<file path="src/rtl/ucode_sequencer_if.sv">
// ucode_sequencer_if: groups the decode handshake, AHB-lite control, microcode
// write port and status outputs of the microcode sequencer.
// Ports: master = sequencer side (drives ctrl/bus/status), slave = decode/bus/loader side.
interface ucode_sequencer_if #(
   parameter int CTRL_W = 20,
   parameter int ADDR_W = 5
);
   // decode handshake
   logic                inst_valid;
   logic [ADDR_W-1:0]   entry_addr;
   logic                flush;
   // AHB-lite response
   logic                hready;
   logic                hresp;
   // microcode store write port
   logic                uc_we;
   logic [ADDR_W-1:0]   uc_waddr;
   logic [CTRL_W+2:0]   uc_wdata;
   // datapath / bus / status outputs
   logic [CTRL_W-1:0]   ctrl_out;
   logic [1:0]          htrans;
   logic                hwrite;
   logic                done;
   logic                fault;
   logic                busy;
   logic [ADDR_W-1:0]   uaddr;

   modport master (
      input  inst_valid, entry_addr, flush, hready, hresp,
             uc_we, uc_waddr, uc_wdata,
      output ctrl_out, htrans, hwrite, done, fault, busy, uaddr
   );

   modport slave (
      output inst_valid, entry_addr, flush, hready, hresp,
             uc_we, uc_waddr, uc_wdata,
      input  ctrl_out, htrans, hwrite, done, fault, busy, uaddr
   );
endinterface

</file>
<file path="src/rtl/ucode_sequencer.sv">
// ucode_sequencer: steps a writable microcode store from a decoded entry address,
// driving one control word per cycle and running AHB-lite address/data phases.
// Ports: clk, rst (sync, active-high), bus (ucode_sequencer_if.master).
// Latency: entry word executes in the cycle inst_valid is first seen; done/fault/
// htrans/hwrite are combinational. Backpressure: hready=0 holds the current phase.
module ucode_sequencer #(
   parameter int CTRL_W    = 20,
   parameter int ADDR_W    = 5,
   parameter int DEPTH     = 32,
   parameter int IDLE_ADDR = 18
) (
   input  logic                   clk,
   input  logic                   rst,
   ucode_sequencer_if.master      bus
);
   localparam int WORD_W = CTRL_W + 3;
   localparam logic [ADDR_W-1:0] IDLE_A = ADDR_W'(IDLE_ADDR);

   typedef enum logic [1:0] {
      S_IDLE = 2'd0,
      S_RUN  = 2'd1,
      S_DPH  = 2'd2
   } state_t;

   state_t              r_state, w_state_nxt;
   logic [ADDR_W-1:0]   r_upc, w_upc_nxt;
   logic                r_flush_pend, w_flush_pend_nxt;

   // microcode store: not reset, written only while idle
   logic [WORD_W-1:0]   r_store [DEPTH];

   logic [ADDR_W-1:0]   w_addr;
   logic [WORD_W-1:0]   w_word;
   logic                w_in_range;
   logic                w_at_end;
   logic                w_bus_rd, w_bus_wr, w_last;
   logic                w_flush_now;
   logic                w_active;

   // flush outside a data phase takes effect immediately
   assign w_flush_now = bus.flush && (r_state != S_DPH);
   assign w_active    = (r_state != S_IDLE) || bus.inst_valid;

   always_comb begin
      w_addr = IDLE_A;
      if (w_flush_now)
         w_addr = IDLE_A;
      else if (r_state == S_IDLE)
         w_addr = bus.inst_valid ? bus.entry_addr : IDLE_A;
      else
         w_addr = r_upc;
   end

   // addresses beyond DEPTH read as zero and are treated as the end of the store
   assign w_in_range = (32'(w_addr) < DEPTH);
   assign w_at_end   = (32'(w_addr) >= DEPTH - 1);
   assign w_word     = w_in_range ? r_store[w_addr] : '0;
   assign w_bus_rd   = w_word[CTRL_W+2];
   assign w_bus_wr   = w_word[CTRL_W+1];
   assign w_last     = w_word[CTRL_W];

   assign bus.ctrl_out = w_word[CTRL_W-1:0];
   assign bus.uaddr    = w_addr;
   assign bus.busy     = (r_state != S_IDLE);

   always_ff @(posedge clk) begin
      if (bus.uc_we && (r_state == S_IDLE) && (32'(bus.uc_waddr) < DEPTH))
         r_store[bus.uc_waddr] <= bus.uc_wdata;
   end

   always_ff @(posedge clk) begin
      if (rst) begin
         r_state      <= S_IDLE;
         r_upc        <= '0;
         r_flush_pend <= 1'b0;
      end else begin
         r_state      <= w_state_nxt;
         r_upc        <= w_upc_nxt;
         r_flush_pend <= w_flush_pend_nxt;
      end
   end

   always_comb begin
      w_state_nxt      = r_state;
      w_upc_nxt        = r_upc;
      w_flush_pend_nxt = r_flush_pend;
      bus.done         = 1'b0;
      bus.fault        = 1'b0;
      bus.htrans       = 2'b00;
      bus.hwrite       = 1'b0;

      case (r_state)
         S_IDLE, S_RUN: begin
            if (w_flush_now) begin
               w_state_nxt      = S_IDLE;
               w_flush_pend_nxt = 1'b0;
            end else if (w_active) begin
               if (w_bus_rd || w_bus_wr) begin
                  // a bus word needs a following data-phase word, so it may
                  // neither be last nor sit at the top of the store
                  if (w_last || (w_bus_rd && w_bus_wr) || w_at_end) begin
                     bus.fault   = 1'b1;
                     w_state_nxt = S_IDLE;
                  end else begin
                     bus.htrans = 2'b10;
                     bus.hwrite = w_bus_wr;
                     if (bus.hready) begin
                        w_upc_nxt   = w_addr + ADDR_W'(1);
                        w_state_nxt = S_DPH;
                     end else begin
                        w_upc_nxt   = w_addr;
                        w_state_nxt = S_RUN;
                     end
                  end
               end else if (w_last) begin
                  bus.done    = 1'b1;
                  w_state_nxt = S_IDLE;
               end else if (w_at_end) begin
                  bus.fault   = 1'b1;
                  w_state_nxt = S_IDLE;
               end else begin
                  w_upc_nxt   = w_addr + ADDR_W'(1);
                  w_state_nxt = S_RUN;
               end
            end
         end

         S_DPH: begin
            if (bus.flush)
               w_flush_pend_nxt = 1'b1;
            if (bus.hready) begin
               if (bus.hresp) begin
                  bus.fault        = 1'b1;
                  w_state_nxt      = S_IDLE;
                  w_flush_pend_nxt = 1'b0;
               end else if (r_flush_pend || bus.flush) begin
                  // transfer finished; abandon the rest of the routine quietly
                  w_state_nxt      = S_IDLE;
                  w_flush_pend_nxt = 1'b0;
               end else if (w_last) begin
                  bus.done    = 1'b1;
                  w_state_nxt = S_IDLE;
               end else if (w_at_end) begin
                  bus.fault   = 1'b1;
                  w_state_nxt = S_IDLE;
               end else begin
                  w_upc_nxt   = w_addr + ADDR_W'(1);
                  w_state_nxt = S_RUN;
               end
            end
         end

         default: begin
            w_state_nxt      = S_IDLE;
            w_flush_pend_nxt = 1'b0;
         end
      endcase
   end
endmodule

</file>
<file path="src/flat_wrapper.sv">
// flat-port wrapper written by rule: the top's interface ports become plain ports
module ucode_sequencer_flat 
#(
   parameter int CTRL_W    = 20,
   parameter int ADDR_W    = 5,
   parameter int DEPTH     = 32,
   parameter int IDLE_ADDR = 18
)
  (clk, rst, bus_inst_valid, bus_entry_addr, bus_flush, bus_hready, bus_hresp, bus_uc_we, bus_uc_waddr, bus_uc_wdata, bus_ctrl_out, bus_htrans, bus_hwrite, bus_done, bus_fault, bus_busy, bus_uaddr);
  ucode_sequencer_if #(.CTRL_W(CTRL_W), .ADDR_W(ADDR_W)) bus_i ();
  input  logic clk;
  input  logic rst;
  input wire logic [$bits(bus_i.inst_valid)-1:0] bus_inst_valid;
  input wire logic [$bits(bus_i.entry_addr)-1:0] bus_entry_addr;
  input wire logic [$bits(bus_i.flush)-1:0] bus_flush;
  input wire logic [$bits(bus_i.hready)-1:0] bus_hready;
  input wire logic [$bits(bus_i.hresp)-1:0] bus_hresp;
  input wire logic [$bits(bus_i.uc_we)-1:0] bus_uc_we;
  input wire logic [$bits(bus_i.uc_waddr)-1:0] bus_uc_waddr;
  input wire logic [$bits(bus_i.uc_wdata)-1:0] bus_uc_wdata;
  output wire logic [$bits(bus_i.ctrl_out)-1:0] bus_ctrl_out;
  output wire logic [$bits(bus_i.htrans)-1:0] bus_htrans;
  output wire logic [$bits(bus_i.hwrite)-1:0] bus_hwrite;
  output wire logic [$bits(bus_i.done)-1:0] bus_done;
  output wire logic [$bits(bus_i.fault)-1:0] bus_fault;
  output wire logic [$bits(bus_i.busy)-1:0] bus_busy;
  output wire logic [$bits(bus_i.uaddr)-1:0] bus_uaddr;
  assign bus_i.inst_valid = bus_inst_valid;
  assign bus_i.entry_addr = bus_entry_addr;
  assign bus_i.flush = bus_flush;
  assign bus_i.hready = bus_hready;
  assign bus_i.hresp = bus_hresp;
  assign bus_i.uc_we = bus_uc_we;
  assign bus_i.uc_waddr = bus_uc_waddr;
  assign bus_i.uc_wdata = bus_uc_wdata;
  assign bus_ctrl_out = bus_i.ctrl_out;
  assign bus_htrans = bus_i.htrans;
  assign bus_hwrite = bus_i.hwrite;
  assign bus_done = bus_i.done;
  assign bus_fault = bus_i.fault;
  assign bus_busy = bus_i.busy;
  assign bus_uaddr = bus_i.uaddr;
  ucode_sequencer #(.CTRL_W(CTRL_W), .ADDR_W(ADDR_W), .DEPTH(DEPTH), .IDLE_ADDR(IDLE_ADDR)) u_core (.clk(clk), .rst(rst), .bus(bus_i));
endmodule
</file>
<file path="config.mk">
export PLATFORM = sky130hd
export DESIGN_NAME = ucode_sequencer_flat
export DESIGN_NICKNAME = d
export VERILOG_FILES = /design/src/rtl/ucode_sequencer_if.sv /design/src/rtl/ucode_sequencer.sv /design/src/flat_wrapper.sv
export SDC_FILE = /design/constraint.sdc
export NUM_CORES = 1
export LEC_CHECK = 0
export ABC_AREA = 1
export CAP_MARGIN = 20
export CORE_MARGIN = 2
export CORE_UTILIZATION = 46
export DETAILED_ROUTE_END_ITERATION = 10
export GPL_TIMING_DRIVEN = 0
export MAX_ROUTING_LAYER = met4
export SYNTH_ARGS = -nofsm -noshare
export SYNTH_HDL_FRONTEND = slang
export SYNTH_SLANG_ARGS = --single-unit
</file>
<file path="constraint.sdc">
create_clock -name clk -period 4.59 [get_ports clk]
set_clock_uncertainty 0.2 [all_clocks]
set_input_delay 0.6885 -clock clk [delete_from_list [all_inputs] [get_ports clk]]
set_output_delay 0.6885 -clock clk [all_outputs]
set_load 0.02 [all_outputs]
</file>
# After elaboration in Yosys (flattened, before gate mapping)
# Memories as Yosys holds them, arrays and structs flattened.
# Cells that the tools add are included.
[totals]
n_memories = 1
ff_bits = 8
out_inout_bits = 31
mem_bits_rw = 736
wordCells = 92
[op_classes]
reduce_logical = 14
add_sub_neg = 1
n_eq_ne = 11
order_cmp = 1
n_mux = 61
[memory_table]
columns = ["name", "depth", "width", "read_ports", "rd_clocked_by_memory_dff", "wr", "line_no", "rtl"]
rows = [
  ["u_core.r_store", 32, 23, 1, 0, 1, "ucode_sequencer.sv:30", "logic [WORD_W-1:0] r_store [DEPTH];"],
]
[op_table]
columns = ["operator", "count"]
rows = [
  ["$mux W5", 13],
  ["$mux W1", 29],
  ["$mux W2", 14],
  ["$ne A2 B2 Y1 const B", 5],
  ["$pmux W5 S2", 1],
  ["$reduce_and A7 Y1", 1],
  ["$pmux W1 S2", 3],
  ["$add A5 B1 Y5 const B", 1],
  ["$ge A5 B5 Y1 const B", 1],
  ["$logic_or A1 B1 Y1", 5],
  ["$ne A2 B1 Y1 const B", 2],
  ["$pmux W2 S2", 1],
  ["$reduce_bool A2 Y1", 2],
  ["$logic_and A1 B1 Y1", 3],
  ["$ne A3 B1 Y1 const B", 1],
  ["$ne A3 B3 Y1 const B", 1],
  ["$eq A2 B1 Y1 const B", 1],
  ["$eq A2 B2 Y1 const B", 1],
  ["$logic_not A2 Y1", 1],
  ["$reduce_and A2 Y1", 1],
  ["$reduce_or A2 Y1", 1],
]

# Depth between registers and ports, before layout
# Gate-level depths: netlist of the first run.
# An unclocked memory read counts as a cell.
[logic_depth]
depth_word = 12
mapped_depth = 21

# Least setup slack after synthesis of the first run
# OpenSTA, ideal clock, no wires.
[synth_path]
kind = "input port to output port"
start = "input bus_inst_valid"
end = "output bus_fault"
slack_ps = 715
t_arrival_ps = 2986
path_stages = 16
cell_sequence = "nand2_1 -> nand2_1 -> nand2_1 -> nor2_4 -> buf_2 -> buf_2 -> clkbuf_1 -> ha_1 -> inv_1 -> nor3_1 -> ha_1 -> o21bai_1 -> nand2_1 -> nor2_1 -> o211ai_1 -> nand2_1"
[synth_via]
elab_chain_cells = 12
[synth_lines]
columns = ["item", "line_no", "rtl"]
rows = [
  ["start: declaration", "flat_wrapper.sv:13", "input wire logic [$bits(bus_i.inst_valid)-1:0] bus_inst_valid;"],
  ["$mux W5 *", "ucode_sequencer.sv:49", "w_addr = bus.inst_valid ? bus.entry_addr : IDLE_A;"],
  ["$mux W5 *", "ucode_sequencer.sv:48", "else if (r_state == S_IDLE)"],
  ["$mux W5 *", "ucode_sequencer.sv:46", "if (w_flush_now)"],
  ["net bus_uaddr[0]", "flat_wrapper.sv:27", "output wire logic [$bits(bus_i.uaddr)-1:0] bus_uaddr;"],
  ["$mem_v2 Z32 W23", "-", ""],
  ["$logic_and A1 B1 Y1", "ucode_sequencer.sv:101", "if (w_last || (w_bus_rd && w_bus_wr) || w_at_end) begin"],
  ["$logic_or A1 B1 Y1 (2 in a row)", "ucode_sequencer.sv:101", ""],
  ["$mux W1", "ucode_sequencer.sv:101", ""],
  ["$mux W1", "ucode_sequencer.sv:98", "if (w_bus_rd || w_bus_wr) begin"],
  ["$mux W1", "ucode_sequencer.sv:97", "end else if (w_active) begin"],
  ["$mux W1", "ucode_sequencer.sv:94", "if (w_flush_now) begin"],
  ["$pmux W1 S2 *", "ucode_sequencer.sv:92", "case (r_state)"],
  ["end: declaration", "flat_wrapper.sv:25", "output wire logic [$bits(bus_i.fault)-1:0] bus_fault;"],
]
# Mark *: on every way through the listed nets, which the timed path passes. The rest lies on a longest branch.

# Worst setup path in the final report of the first run
[layout_path]
start = "register u_core.r_state[1]"
end = "output bus_ctrl_out[14]"
[layout_via]
elab_chain_cells = 4
[layout_lines]
columns = ["item", "line_no", "rtl"]
rows = [
  ["start: declaration", "ucode_sequencer.sv:25", "state_t r_state, w_state_nxt;"],
  ["start signal: assignment", "ucode_sequencer.sv:77", "r_state <= w_state_nxt;"],
  ["$logic_not A2 Y1 or $ne A2 B2 Y1 (tied branches)", "ucode_sequencer.sv:48, ucode_sequencer.sv:41", ""],
  ["$mux W5 or $logic_and A1 B1 Y1 (tied branches)", "ucode_sequencer.sv:48, ucode_sequencer.sv:41", ""],
  ["$mux W5 *", "ucode_sequencer.sv:46", ""],
  ["$mem_v2 Z32 W23 *", "-", ""],
  ["end: declaration", "flat_wrapper.sv:21", "output wire logic [$bits(bus_i.ctrl_out)-1:0] bus_ctrl_out;"],
]
# Mark *: on every way between the ends. The rest lies on a longest branch, timed or not.

==> results.md, run 1 <==
- Vias: 20799
- Die ar.: 0.0687 mm2
- Crit start category: register
- Antenna-violating nets left: 0
- Num CTS Buffers: 78
- Setup WS pre-CTS: -1.44 ns
- Critical path fanouts, max: 10
- Ys async rst share: 0%
- Worst skew pair latency: 0.62 ns
- Main synth FF type: edfxtp_1
- Critical path class: reg2out
- Synth top area share: 72.1%
- Logic gate share of total power: 13.4%
- Largest net degree at the start of global routing: 33
- Peak Freq: 0.223 GHz
- Crit path DAT: 3.60 ns
- Cell Area, Synth: 0.0307 mm2
- Synth cell types: 34
- WL/cell: 22.9 um
- Unrepaired setup endpoints after global routing: no
- Global-route wire length before repair: 125 mm
- Synth Instances: 2596
- Sw Ratio: 25.8%
- DR iter-0 viols: 1850
- Status: complete, no violations
- Maximum vdd drop: 0.000293 V
- Final instance area: 0.0365 mm2
- Placed insts: 3565
- Layout area overhead: 19.0%
- Hold-fix buffers at CTS: 0
- Reg clk slew, reported paths: 0.06 ns
- Sequential share of power: 47.8%
- Placement-stage cell area: 0.0334 mm2
- Ys Warns: 0
- I/O pin count: 71
- GP Congestion: 0.937
- NetSw: 4.08 mW
- Die Wd: 262 um
- Initial core utilization: 46.5%
- Diode count: 0
- Row Count: 94
- Bufs on Longest Clock Path: 3
- Number of global-route vias before repair: 20007
- Leakage power: 12.9 nW
- H-tree depth: 3
- Fin nets: 2834
- Final HPWL DP: 58.1 mm
- Cell Int Power: 11.7 mW
- Worst slew margin: 27.1%
- Vias/cell: 5.59
- Layout Cells excl Fill: 3719
- Worst min path class: reg2reg
- Yosys top cell by area: edfxtp_1
- Worst-margin pin slew: 1.09 ns
- Pwr per Cell Area: 433 mW/mm2
- Die Ht: 262 um
- Layout cell share with drive strength beyond 1: 14.0%
- First-pass DRT Iterations: 7
- Final setup margin: 0.0967 ns
- Post-synth EDFFs: 736
- Fin. Hold Viols: 0
- Max-Cap Viols: 0
- CTS tree: done
- CP Data Required Time: 3.70 ns
- Post-Syn Area per Cell: 11.8 um2
- R2r setup slk: 0.98 ns
- Fin util: 55.4%
- Flops & latches, synth: 744
- Ranking of synthesized cells by area: edfxtp_1, o21ai_0, nor2_1, nand2_1, nand3_1
- Core area: 0.0659 mm2
- Synthesized Nets: 2638
- Clk Tree Root Cell: clkbuf_16
- Count of final max-slew check failures: 0
- GRT overflow: 0
- CP Capture Type: primary output
- I/O Buffers: 69
- Post-synthesis sequential area ratio: 72.6%
- Min Tclk post-route: 4.49 ns
- DRC viols: 0
- Clock network power share: 38.8%
- Final worst path period share: 97.9%
- Initial antenna violation count: 0
- Setup violators final: 0
- Clk sinks: 744
- Final wirelength: 85.3 mm
- Total track usage: 25.6%
[repair_timing]
item / 4_1_cts / 5_1_grt
resized for setup: 210 / 54
buffers inserted: 4 / 1
endpoints found under the setup margin: 25 / 24
pin swaps: 20 / 5
cloned: 0 / 0
[routing by layer]
metal,track usage [%],share of wire (%),vias to the layer above
met1,33.2,42,10218
li1,-,-,9617
met4,11.2,4.1,0
met5,-,0,-
met3,3.11,5.7,177
met2,41.1,48,787
[area by class of cell]
cell class / instances / area (um2)
Clock buffer: 95 / 2080
Tap cell: 864 / 1080
Sequential cell: 744 / 22300
Multi-Input combinational cell: 1596 / 7640
Buffer: 156 / 970
Timing Repair Buffer: 117 / 1700
Fill cell: 5509 / 29400
Inverter: 99 / 374
Clock inverter: 48 / 374
[power by group through the flow]
stage	sequential [mW]	combinational, mW	clock, mW
after floorplan	7.69	1.08	0
after CTS	7.55	2.08	6.18
final	7.54	2.12	6.12
after detailed placement	7.69	2.00	0
after global routing	7.54	2.29	6.43
after global placement	7.70	1.93	0
[cells in the mapped netlist, drive strengths merged (2+ instances only)]
master    n
nand4    12
nand2   441
o211ai    5
a221oi   20
dfxtp     8
a211oi   42
buf      86
clkbuf   71
inv      99
a21oi    58
ha        2
o22ai    20
nor2    462
nor3      2
o21ai   416
o21bai    5
xor2      3
nand3    86
edfxtp  736
a21o     20
[sequential cells by signal (all words and copies together) (netlist names)]
register / cells
u_core.r_flush_pend: 1
u_core.r_state: 2
u_core.r_store: 736
u_core.r_upc: 5
[placed cells by master (no fill, tap or decap), drive strengths merged, types with 12 or more instances in the layout]
master	synthesis	final
nand2	441	441
nand3	86	86
clkdlybuf4s50	0	43
nor2	462	462
clkbuf	71	173
o22ai	20	20
a211oi	42	42
a21oi	58	58
nand4	12	12
buf	86	132
o21ai	416	416
a21o	20	20
clkinv	0	38
inv	99	104
a221oi	20	20
edfxtp	736	736
clkdlybuf4s15	0	14
[worst max-delay path, stage by stage (launching register included)]
cell and delay, ns:
dfxtp_4 0.40, nor2_4 0.07, o21ai_0 0.40, nor2_4 0.10, buf_4 0.18, buf_2 0.26, clkbuf_2 0.28, a211oi_1 0.57
a221oi_2 0.17, a21o_1 0.21, dlygate4sd2_1 0.32
[cell families (layout without fill, tap and decap cells)]
family	count (synthesis)	count (layout)	share of synthesized area (%)
AO/OA/AOI/OAI	586	586	10.5
adder cells (fa/ha/maj)	2	2	0.0816
XOR/XNOR	3	3	0.0857
other	1	1	0.0122
buffers and inverters	256	515	3.68
flip-flops	744	744	72.6
AND/OR/NAND/NOR	1004	1004	13.0
[metrics by stage]
stage | power, mW | hold slack [ns] | setup TNS [ns]
6_report | 15.8 | 0.269 | 0
3_5_place_dp | 9.69 | 0.261 | -28.49
5_1_grt | 16.3 | 0.303 | 0
4_1_cts | 15.8 | 0.271 | -0.00172
3_3_place_gp | 9.63 | 0.256 | -147.49
2_1_floorplan | 8.77 | 0.235 | 0
[worst paths after layout]
kind	from	to	cells after the start
worst min-delay path	u_core.r_upc[0]$_SDFFE_PP0P_	u_core.r_upc[0]$_SDFFE_PP0P_	2
worst max-delay path	u_core.r_state[1]$_SDFFE_PP0P_	bus_ctrl_out[14]	10
worst max register to register	u_core.r_state[1]$_SDFFE_PP0P_	u_core.r_store[1][9]$_DFFE_PP_	5
worst min register to register	u_core.r_upc[0]$_SDFFE_PP0P_	u_core.r_upc[0]$_SDFFE_PP0P_	2
Note: power is estimated with default switching activity, not from simulation.
==> inputs of run 2 (changes only) <==
--- a/config.mk
+++ b/config.mk
@@ -12,6 +12,7 @@
 export DETAILED_ROUTE_END_ITERATION = 10
 export GPL_TIMING_DRIVEN = 0
 export MAX_ROUTING_LAYER = met4
+export REMOVE_ABC_BUFFERS = 1
 export SYNTH_ARGS = -nofsm -noshare
 export SYNTH_HDL_FRONTEND = slang
 export SYNTH_SLANG_ARGS = --single-unit
==> run 2 against run 1 <==
Die area did not move. Core utilization grew 0.65 points. Setup slack worse by 0.088 ns. Via count is 2.0% higher. Worst hold slack improved by 0.018 ns. Critical path type is now in2out. Highest routed layer unchanged.
==> results.md, run 2 (synthesized netlist as in run 1, its figures left out) <==
- Status: complete, no violations
- CP Data Required Time: 3.70 ns
- Die ar.: 0.0687 mm2
- I/O pin count: 71
- Crit path DAT: 3.69 ns
- Vias/cell: 5.86
- Sw Ratio: 25.1%
- DR iter-0 viols: 2503
- Logic gate share of total power: 13.7%
- Layout area overhead: 20.4%
- Count of final max-slew check failures: 0
- Unrepaired setup endpoints after global routing: yes
- Hold-fix buffers at CTS: 0
- Largest registers: u_core.r_store x736, u_core.r_upc x5, u_core.r_state x2
- DRC viols: 0
- Final HPWL DP: 48.4 mm
- Die Wd: 262 um
- Worst skew pair latency: 0.62 ns
- CP Capture Type: primary output
- Final wirelength: 90.2 mm
- Die Ht: 262 um
- I/O Buffers: 69
- Row Count: 94
- GP Congestion: 0.796
- Leakage power: 12.8 nW
- Global-route wire length before repair: 129 mm
- First-pass DRT Iterations: 6
- Initial core utilization: 46.5%
- Sequential share of power: 48.1%
- H-tree depth: 3
- Clk sinks: 744
- Number of flip-flops in the largest register: 736
- WL/cell: 24.9 um
- Diode count: 0
- Largest net degree at the start of global routing: 71
- Pwr per Cell Area: 425 mW/mm2
- Critical path class: in2out
- Vias: 21218
- Most frequent cells in the layout: edfxtp_1, nor2_1, nand2_1
- Core area: 0.0659 mm2
- Layout Cells excl Fill: 3623
- Most common cell after layout, fill and taps aside: edfxtp_1
- Worst slew margin: 27.9%
- Clk Tree Root Cell: clkbuf_16
- GRT overflow: 0
- Maximum vdd drop: 0.000332 V
- Crit start category: input port
- Layout cell share with drive strength beyond 1: 11.1%
- Reg clk slew, reported paths: 0.06 ns
- Antenna-violating nets left: 0
- Hold WS: 0.286 ns
- Bufs on Longest Clock Path: 3
- Setup total negative slack: 0 ns
- Clock network power share: 38.1%
- Fin. Hold Viols: 0
- Fin nets: 2744
- Num CTS Buffers: 78
- Final worst path period share: 99.8%
- Cell Int Power: 11.8 mW
- Number of global-route vias before repair: 19745
- Top reg by flops: u_core.r_store
- Setup violators final: 0
- Total track usage: 26.9%
- Peak Freq: 0.218 GHz
- Initial antenna violation count: 1
- Worst min path class: reg2reg
- Placed insts: 3434
- Worst-margin pin slew: 1.08 ns
- CTS tree: done
- Max-Cap Viols: 0
- NetSw: 3.93 mW
- Critical path fanouts, max: 21
- Min Tclk post-route: 4.58 ns
## run 2: layer usage
layer	vias up	track usage [%]	wire length [um]
li1	9432	-	-
met2	1175	38.2	39200
met4	0	11.5	4320
met1	10352	38.3	38000
met3	259	4.56	8720
met5	-	-	0
## run 2: repair_timing
action | 4_1_cts | 5_1_grt
endpoints found under the setup margin | 33 | 24
pin swaps | 16 | 8
resized for setup | 94 | 36
cloned | 22 | 3
buffers inserted | 21 | 7
## run 2: worst max-delay path, stage by stage
cell             delay (ns)
clkdlybuf4s50_1        0.42
o21ai_2                0.22
nand2_2                0.11
nor2_4                 0.15
buf_12                 0.16
buf_16                 0.17
buf_16                 0.15
nand2_8                0.10
buf_16                 0.19
buf_12                 0.15
a21oi_1                0.20
a211oi_1               0.11
a221oi_1               0.31
a21o_1                 0.14
dlygate4sd2_1          0.36
## run 2: final cells by class
class	count	area (um2)
Tap cell	864	1080
Inverter	99	397
Fill cell	5233	28900
Clock buffer	105	2120
Clock inverter	32	267
Multi-Input combinational cell	1602	7810
Timing Repair Buffer	177	2980
Sequential cell	744	22300
## run 2: per-stage QoR
step | area [um2] | total power [mW] | util, % | setup WS, ns
after global routing | 36900 | 16.2 | 56.0 | -0.0711
after detailed placement | 33400 | 9.53 | 50.6 | -1.96
after CTS | 36700 | 15.7 | 55.7 | -0.0499
after global placement | 31700 | 9.56 | 48.1 | -8.99
after floorplan | 29900 | 8.78 | - | -3.51
final | 36900 | 15.7 | 56.0 | 0.00892
## run 2: power by group through the flow
| stage | clock network [mW] | registers [mW] | logic (mW) |
|---|---|---|---|
| 4_1_cts | 6.04 | 7.55 | 2.09 |
| 6_report | 5.98 | 7.55 | 2.15 |
| 5_1_grt | 6.31 | 7.55 | 2.32 |
| 3_5_place_dp | 0 | 7.69 | 1.84 |
| 3_3_place_gp | 0 | 7.69 | 1.87 |
| 2_1_floorplan | 0 | 7.69 | 1.09 |
## run 2: final timing paths
path | startpoint | to | slack, ns | depth (start not counted)
setup / recovery | bus_entry_addr[1] | bus_ctrl_out[8] | 0.009 | 15
hold / removal | u_core.r_upc[0]$_SDFFE_PP0P_ | u_core.r_upc[0]$_SDFFE_PP0P_ | 0.29 | 2
setup reg to reg | u_core.r_state[1]$_SDFFE_PP0P_ | u_core.r_store[27][13]$_DFFE_PP_ | 1.03 | 7
hold reg to reg | u_core.r_upc[0]$_SDFFE_PP0P_ | u_core.r_upc[0]$_SDFFE_PP0P_ | 0.29 | 2
==> inputs of run 3 (changes only) <==
--- a/config.mk
+++ b/config.mk
@@ -5,7 +5,6 @@
 export SDC_FILE = /design/constraint.sdc
 export NUM_CORES = 1
 export LEC_CHECK = 0
-export ABC_AREA = 1
 export CAP_MARGIN = 20
 export CORE_MARGIN = 2
 export CORE_UTILIZATION = 46
==> run 3 against run 2 <==
The run now ends with setup timing left. Largest power group unchanged. Final cell count is 14% lower. Routed wire length is 2.3% higher. Critical path type is now reg2out. Flip-flop and latch count stayed put. Synthesized cell count is 23% lower. Core utilization is 1.7 points higher. Fmax is 4.6% lower. Clock power is 4.0% lower. Power is 5.2% lower. First-iteration DRC count is 1.7% higher. Largest cell class unchanged. Critical endpoint is now bus_fault. Sequential power hardly changed.
==> results.md, run 3 <==
- Total track usage: 27.9%
- Failing checks: setup timing
- Layout cell share with drive strength beyond 1: 19.6%
- Reg2reg path depth: 14
- Clk Tree Root Cell: clkbuf_16
- Row Count: 93
- Top reg by flops: u_core.r_store
- Ys Warns: 0
- Fill count: 4820
- Critical path fanouts, max: 8
- DRC viols: 0
- Commonest cells post-synth: edfxtp_1, nand2_1, mux2i_1
- Die Ht: 259 um
- Layout Cells excl Fill: 3121
- WHS Path Cells: 2
- Maximum vdd drop: 0.000323 V
- Setup WS pre-CTS: -2.48 ns
- Most frequent cells in the layout: edfxtp_1, nand2_1, mux2i_1
- Final setup margin: -0.213 ns
- Unrepaired setup endpoints after global routing: yes
- Core area: 0.0643 mm2
- WL/cell: 29.6 um
- Final worst path period share: 105%
- Main synth FF type: edfxtp_1
- Num CTS Buffers: 75
- Reg clk slew, reported paths: 0.07 ns
- Most common cell after layout, fill and taps aside: edfxtp_1
- Post-synthesis sequential area ratio: 74.6%
- Status: finished, violations left
- Fin. Hold Viols: 0
- Worst min path class: reg2reg
- Largest net degree at the start of global routing: 50
- Final wirelength: 92.3 mm
- Number of flip-flops in the largest register: 736
- First-pass DRT Iterations: 8
- Die ar.: 0.0670 mm2
- Logic gate share of total power: 10.7%
- CTS tree: done
- Layout area overhead: 24.5%
- Largest registers: u_core.r_store x736, u_core.r_upc x5, u_core.r_state x2
- Min Tclk post-route: 4.80 ns
- GRT overflow: 0
- Vias: 19589
- Max-Cap Viols: 0
- GP Congestion: 0.839
- R2r setup slk: 0.47 ns
- Worst skew pair latency: 0.62 ns
- Register Area: 0.0223 mm2
- Hold endpoint: u_core.r_upc[0]$_SDFFE_PP0P_
- Cell Area, Synth: 0.0299 mm2
- Placed insts: 2861
- Global-route wire length before repair: 129 mm
- Bufs on Longest Clock Path: 3
- Sw Ratio: 23.2%
- CP startpoint: u_core.r_state[1]$_SDFFE_PP0P_
- Worst-margin pin slew: 1.07 ns
- I/O pin count: 71
- Initial core utilization: 46.4%
- Number of global-route vias before repair: 18479
- Crit path DAT: 3.91 ns
- DR iter-0 viols: 2545
- Leakage power: 13.5 nW
- Ys async rst share: 0%
- Antenna-violating nets left: 0
- Worst R2R Start: u_core.r_state[1]$_SDFFE_PP0P_
- Yosys top cell by area: edfxtp_1
- Ranking of synthesized cells by area: edfxtp_1, mux2i_1, nand2_1, o221ai_1, a31oi_1
- Count of final max-slew check failures: 0
- Reg2reg end: u_core.r_upc[1]$_SDFFE_PP0P_
- Critical path class: reg2out
- Final HPWL DP: 48.3 mm
- NetSw: 3.45 mW
- Sequential share of power: 50.7%
- Peak Freq: 0.208 GHz
- Worst slew margin: 28.5%
- Synth cell types: 58
- Fin nets: 2251
- Multi-input gate area: 0.00776 mm2
- Cell Int Power: 11.4 mW
- I/O Buffers: 69
- Clock network power share: 38.6%
- Clk sinks: 744
- H-tree depth: 3
- CP Data Required Time: 3.70 ns
- Synth Instances: 1988
- Pwr per Cell Area: 400 mW/mm2
- Initial antenna violation count: 2
- Most numerous cell in the Yosys netlist: edfxtp_1
- Hold-fix buffers at CTS: 0
- Hold path startpoint: u_core.r_upc[0]$_SDFFE_PP0P_
- Setup violators final: 6
- Synth top area share: 74.0%
- Crit start category: register
- Vias/cell: 6.28
- Flops & latches, synth: 744
- Die Wd: 259 um
- Post-Syn Area per Cell: 15.0 um2
- CP Capture Type: primary output
- Post-synth EDFFs: 736
[run 3: logic make-up after synthesis]
kind of cell | count (synthesis) | share of synthesized area [%]
buffers and inverters | 135 | 2.08
other | 1 | 0.0126
xor gates and xnor gates | 1 | 0.0293
adders and majority gates | 2 | 0.0838
DFF | 744 | 74.6
muxes | 203 | 6.81
and+or+nand+nor | 567 | 8.39
AOI/OAI and AO/OA | 335 | 8.04
[run 3: metal layers]
layer / vias up / global-route usage [%] / routed length, um
li1: 8232 / - / -
met4: 0 / 9.91 / 3610
met5: - / - / 0
met3: 238 / 5.50 / 9890
met1: 9918 / 38.5 / 37400
met2: 1201 / 41.5 / 41400
[run 3: area by class of cell]
class / count / share of cell area (%)
Timing Repair Buffer: 259 / 9.77
Antenna cell: 2 / 0.0135
Sequential cell: 744 / 59.9
Multi-Input combinational cell: 1113 / 20.9
Tap cell: 855 / 2.88
Clock inverter: 27 / 0.478
Clock buffer: 105 / 5.58
Timing Repair inverter: 6 / 0.192
Inverter: 10 / 0.286
[run 3: how the worst max path moves through the flow]
stage                         end  slack [ns]  cells past startpoint
finish                  bus_fault       -0.21                     17
global route            bus_fault       -0.36                     17
CTS                     bus_fault       -0.07                     16
detailed placement  bus_htrans[1]       -2.48                     15
global placement       bus_hwrite      -28.01                     13
floorplan              bus_hwrite      -15.58                     11
[run 3: power groups by stage]
stage	combinational (mW)	clock [mW]	sequential (mW)
after global routing	1.66	6.06	7.54
after CTS	1.45	5.79	7.54
after global placement	1.30	0	7.69
after detailed placement	1.24	0	7.69
after floorplan	0.743	0	7.68
final	1.59	5.74	7.54
[run 3: what timing repair did]
item                       in CTS  in global routing
pin swaps                      36                 39
setup buffers                  66                 32
gates cloned                   19                  8
setup endpoints to repair      33                 24
resized for setup             226                 69
[run 3: metrics by stage]
| stage | hold WS (ns) | cell area, um2 | setup TNS [ns] | total power [mW] | utilization [%] |
|---|---|---|---|---|---|
| after floorplan | 0.248 | 29300 | -451.96 | 8.42 | - |
| after global placement | 0.293 | 31000 | -1223.50 | 8.99 | 48.2 |
| after detailed placement | 0.329 | 32800 | -46.58 | 8.93 | 51.0 |
| after CTS | 0.338 | 36400 | -0.270 | 14.8 | 56.5 |
| after global routing | 0.363 | 37200 | -2.38 | 15.3 | 57.8 |
| final | 0.347 | 37200 | -0.561 | 14.9 | 57.8 |
[run 3: critical path, cell delays in order, from the launching register on]
cell and delay [ns]:
dfxtp_4 0.38, nor4b_4 0.33, a22oi_2 0.15, buf_6 0.15, buf_12 0.13, buf_16 0.14, clkinv_16 0.08, buf_16 0.13
buf_12 0.11, mux2i_1 0.22, a221oi_2 0.13, a31oi_4 0.27, o211ai_1 0.14, buf_4 0.20, and2_4 0.17, a21o_1 0.15
a32o_2 0.27, buf_6 0.13
